<file path="config.mk">
export PLATFORM = sky130hd
export DESIGN_NAME = mips_regfile_sb
export DESIGN_NICKNAME = d
export VERILOG_FILES = /design/src/rtl/rf_pkg.sv /design/src/rtl/rf_busy_table.sv /design/src/rtl/mips_regfile_sb.sv
export SDC_FILE = /design/constraint.sdc
export NUM_CORES = 2
export LEC_CHECK = 0
export ABC_AREA = 1
export BUFFER_PORTS_ARGS = -buffer_cell sky130_fd_sc_hd__buf_2
export CORE_AREA = 2 2 344 346
export CTS_BUF_LIST = sky130_fd_sc_hd__clkbuf_8
export CTS_CLUSTER_SIZE = 14
export DETAILED_ROUTE_END_ITERATION = 7
export DIE_AREA = 0 0 346 348
export PLACE_DENSITY = 0.62
export SYNTH_ARGS = -nofsm -noshare
export SYNTH_HDL_FRONTEND = slang
export SYNTH_SLANG_ARGS = --single-unit
</file>
<file path="constraint.sdc">
create_clock -name clk -period 45.2 [get_ports clk]
set_input_delay 2.26 -clock clk [delete_from_list [all_inputs] [get_ports clk]]
set_output_delay 2.26 -clock clk [all_outputs]
set_load 0.01 [all_outputs]
</file>
<file path="src/rtl/rf_pkg.sv">
// =============================================================================
//  Module   : rf_pkg
//  Brief    : Shared constants and types for the MIPS register file slice.
//  Revision : 1.0 - initial release
// =============================================================================
`default_nettype none

package rf_pkg;

  localparam int unsigned RF_DATA_W = 32;
  localparam int unsigned RF_ADDR_W = 5;
  localparam int unsigned REG_ZERO  = 0;

  typedef logic [RF_ADDR_W-1:0] rf_addr_t;
  typedef logic [RF_DATA_W-1:0] rf_data_t;

endpackage : rf_pkg

`default_nettype wire

</file>
<file path="src/rtl/rf_busy_table.sv">
// =============================================================================
//  Module   : rf_busy_table
//  Brief    : Per-register busy bits with flush > claim > release priority,
//             plus a registered OR of the whole table.
//  Revision : 1.0 - initial release
// =============================================================================
`default_nettype none

module rf_busy_table
  import rf_pkg::*;
#(
  parameter int ADDR_W = RF_ADDR_W
) (
  input  logic                 clk,
  input  logic                 rst,
  input  logic                 claim_en_i,
  input  logic [ADDR_W-1:0]    claim_addr_i,
  input  logic                 rel_en_i,
  input  logic [ADDR_W-1:0]    rel_addr_i,
  input  logic                 flush_i,
  output logic [2**ADDR_W-1:0] busy_o,
  output logic                 any_busy_o
);

  localparam int DEPTH = 2**ADDR_W;

  logic [DEPTH-1:0] busy_q;
  logic [DEPTH-1:0] busy_d;
  logic             any_busy_q;

  // Claim is applied after release so a same-cycle claim/write leaves the bit set.
  always_comb begin
    busy_d = busy_q;
    if (flush_i) begin
      busy_d = '0;
    end else begin
      if (rel_en_i)   busy_d[rel_addr_i]   = 1'b0;
      if (claim_en_i) busy_d[claim_addr_i] = 1'b1;
    end
    busy_d[REG_ZERO] = 1'b0;
  end

  always_ff @(posedge clk or posedge rst) begin
    if (rst) begin
      busy_q     <= '0;
      any_busy_q <= 1'b0;
    end else begin
      busy_q     <= busy_d;
      any_busy_q <= |busy_d;
    end
  end

  assign busy_o     = busy_q;
  assign any_busy_o = any_busy_q;

endmodule : rf_busy_table

`default_nettype wire

</file>
<file path="src/rtl/mips_regfile_sb.sv">
// =============================================================================
//  Module   : mips_regfile_sb
//  Brief    : Multi-read-port register file with zero register and busy
//             scoreboard. Define REGFILE_BYPASS_EN for write-to-read bypass.
//  Revision : 1.0 - initial release
// =============================================================================
`default_nettype none

module mips_regfile_sb
  import rf_pkg::*;
#(
  parameter int DATA_W = RF_DATA_W,
  parameter int ADDR_W = RF_ADDR_W,
  parameter int NREAD  = 2
) (
  input  logic                    clk,
  input  logic                    rst,
  input  logic                    wr_en,
  input  logic [ADDR_W-1:0]       wr_addr,
  input  logic [DATA_W-1:0]       wr_data,
  input  logic                    claim_en,
  input  logic [ADDR_W-1:0]       claim_addr,
  input  logic                    flush,
  input  logic [NREAD*ADDR_W-1:0] rd_addr,
  output logic [NREAD*DATA_W-1:0] rd_data,
  output logic [NREAD-1:0]        rd_busy,
  output logic                    any_busy
);

  localparam int DEPTH = 2**ADDR_W;

  logic [DATA_W-1:0] mem_q [DEPTH];
  logic [DEPTH-1:0]  busy;
  logic              wr_valid;

  assign wr_valid = wr_en && (wr_addr != ADDR_W'(REG_ZERO));

  always_ff @(posedge clk or posedge rst) begin
    if (rst) begin
      for (int k = 0; k < DEPTH; k++) mem_q[k] <= '0;
    end else if (wr_valid) begin
      mem_q[wr_addr] <= wr_data;
    end
  end

  rf_busy_table #(
    .ADDR_W (ADDR_W)
  ) u_busy (
    .clk          (clk),
    .rst          (rst),
    .claim_en_i   (claim_en),
    .claim_addr_i (claim_addr),
    .rel_en_i     (wr_en),
    .rel_addr_i   (wr_addr),
    .flush_i      (flush),
    .busy_o       (busy),
    .any_busy_o   (any_busy)
  );

  for (genvar i = 0; i < NREAD; i++) begin : g_rd
    logic [ADDR_W-1:0] addr;
    logic [DATA_W-1:0] stored;

    assign addr   = rd_addr[i*ADDR_W +: ADDR_W];
    assign stored = (addr == ADDR_W'(REG_ZERO)) ? '0 : mem_q[addr];

`ifdef REGFILE_BYPASS_EN
    logic hit;
    assign hit = wr_valid && (addr == wr_addr);
    assign rd_data[i*DATA_W +: DATA_W] = hit ? wr_data : stored;
    assign rd_busy[i]                  = busy[addr] & ~hit;
`else
    assign rd_data[i*DATA_W +: DATA_W] = stored;
    assign rd_busy[i]                  = busy[addr];
`endif
  end

endmodule : mips_regfile_sb

`default_nettype wire

</file>
==> out/metrics.csv <==
metric;value;unit
Setup crit end kind;output port;
leak pwr;28.9;nW
crit-path max FO;130;
R2R cell count;8;
arrival time worst endpoint;6.64;ns
final worst-path cycle share;0.197;
Synth Area in Compound Gates;0.174;
simple logic cell fraction of the synthesized area;0.299;
reg2reg start;u_busy.busy_o[24]$_DFF_PP0_;
latest clock arrival within the worst-skew pair;0.94;ns
Chip Height;348;µm
Mapped Nets;8320;
Max VDD drop;0.0322;mV
status;complete, no violations;
cts repair resizes;0;
Yosys Warn Count;0;
clock sinks;1056;
Remaining Overflow, GRT;0;
Core Util, Final;0.532;
Hold WC Path Type;reg -> reg;
antenna-violating nets left;0;
Total Power;2.70;mW
Worst Tran Pin Value;1.32;ns
port bufs;123;
RD Place Congestion;0.891;
most frequent cells in the layout;nand2_1 (2845), o21ai_0 (1386), dfrtp_1 (1056);
synth-to-layout area growth;7.22;%
flop2flop setup slack;43.60;ns
PD cells;43.4;nW/µm²
Max-Cap Viols;0;
Reg2Reg Capture Point;u_busy.any_busy_o$_DFF_PP0_;
CTS Buffer Depth;3;
post-synthesis adder-cell area fraction;0;
crit path time final;8.90;ns
drt total wl;230;mm
initial antenna violation count;21;
Initial Utilization;0.496;
flops & latches, synth;1056;
Synth area leaders;dfrtp_1 (46%), nand2_1 (19%), o21ai_0 (12%);
dpl hpwl;119;mm
worst hold stages;0;
num ports;124;
Synth top area share;0.455;
post-synth cell types;27;
largest family of logic cells by synthesized area;simple AND/OR/NAND/NOR gates;
Synth Area per Inst;7.02;µm²
hold wc startpoint;mem_q[996]$_DFFE_PP0P_;
Final Setup Violations;0;
CP startpoint kind;input pin;
Root Driver;clkbuf_8;
Hold Vio Cnt, Final;0;
Synth area leader;dfrtp_1;
Die Span X;346;µm
final net count;7925;
H-tree Lvls;4;
Iter 0 DRT Violations;7672;
cts-stage hold buffer count;0;
Synth Cell Area;58000;µm²
Post-Syn Instances;8263;
RSZ-0062 raised after global routing;false;
mux share of post-synthesis cell area;0;
Post-Synth XOR/XNOR Area;0;
first-pass GRT wire length;344;mm
clock buffer count from CTS;185;
largest net degree at the start of global routing;192;
Pins Over Slew Limit;0;
first-pass iteration count of the detailed router;6;
Clock Skew;0.0281;ns
Slew HR;0.116;
DR vias/cell;6.08;
Worst EP required;42.94;ns
layout cells sized above 1;0.0671;
max frequency;0.112;GHz
critical path type;in -> out;
vias in the first global route;53300;
residual DRC count;0;
via count;58100;
Reg clk slew, reported paths;0.06;ns
routed length per placed instance;24.0;µm
postcts setup bufs;0;
WHS Endpoint;mem_q[996]$_DFFE_PP0P_;
setup TNS;0;ns
Global Route Usage Sum;0.376;
Cell Rows;126;
die footprint;120000;µm²
CTS tree;yes;
core area;117000;µm²
post-synthesis sequential area ratio;0.455;
most common cell after layout, fill and taps aside;nand2_1;
[metal layers]
layer  up-vias  share of wire  track usage
met4        16          0.046        0.163
met5         -        0.00043            0
met3       637           0.12       0.0990
met2      3629           0.42        0.552
met1     27400           0.41        0.524
li1      26400              -            -
[worst max-delay path by stage]
stage | cells past startpoint | from | endpoint
3_3_place_gp | 11 | rd_addr[0] | rd_data[1]
4_1_cts | 11 | rd_addr[0] | rd_data[1]
2_1_floorplan | 1 | rst | mem_q[0]$_DFFE_PP0P_
5_1_grt | 11 | rd_addr[0] | rd_data[1]
6_report | 11 | rd_addr[0] | rd_data[1]
3_5_place_dp | 11 | rd_addr[0] | rd_data[1]
[cell type report]
type | count | area [µm²]
Sequential cell | 1056 | 26400
Tap cell | 1536 | 1920
Inverter | 187 | 756
Fill cell | 11500 | 54700
Multi-Input combinational cell | 6229 | 27700
Clock inverter | 82 | 588
Timing Repair Buffer | 209 | 1430
Antenna cell | 9 | 22.5
Clock buffer | 249 | 3430
[cell families (layout without fill, tap and decap cells)]
logic type	after synthesis	after routing
AND/OR/NAND/NOR	4275	4275
buffers and inverters	978	727
AO/OA/AOI/OAI	1954	1954
flip-flops	1056	1056
other	0	9
[synth_stat cells, drive strengths merged]
| library cell | n |
|---|---|
| o31ai | 14 |
| nor3 | 9 |
| o21ai | 1454 |
| a21oi | 335 |
| o21a | 18 |
| nand2 | 2868 |
| buf | 333 |
| dfrtp | 1056 |
| and3 | 2 |
| inv | 185 |
| nand4 | 5 |
| nor2 | 356 |
| o22ai | 61 |
| o221ai | 6 |
| nand3 | 1035 |
| o211ai | 36 |
| clkinv | 2 |
| clkbuf | 458 |
| o21bai | 30 |
[per-stage QoR]
step	std cells	area, µm²	hold slack (ns)	worst slack, ns
floorplan	8263	58000	0.429	13.22
global placement	9217	58200	0.365	36.51
detailed placement	9217	58200	0.366	36.54
CTS	9548	62200	0.379	36.52
global route	9550	62200	0.386	36.27
finish	9557	62200	0.375	36.30
[sequential cells by signal (all words and copies together) (netlist names)]
signal and flops:
mem_q 1024, u_busy.any_busy_o 1, u_busy.busy_o 31
[power by group]
group / internal (mW) / leakage [nW] / switching, mW
registers: 1.11 / 13.7 / 0.127
clock network: 0.530 / 2.23 / 0.432
logic: 0.173 / 13.0 / 0.326
total: 1.82 / 28.9 / 0.884
[critical path, stage by stage]
cell and delay [ns]:
buf_8 0.29, inv_8 0.73, buf_4 0.87, buf_4 0.74, nand2_1 0.11, nand3_1 0.10
nand3_1 0.09, a21oi_1 0.20, o21ai_1 0.12, nor2_1 0.59, buf_2 0.29
Power figures use the tool's default switching activity.
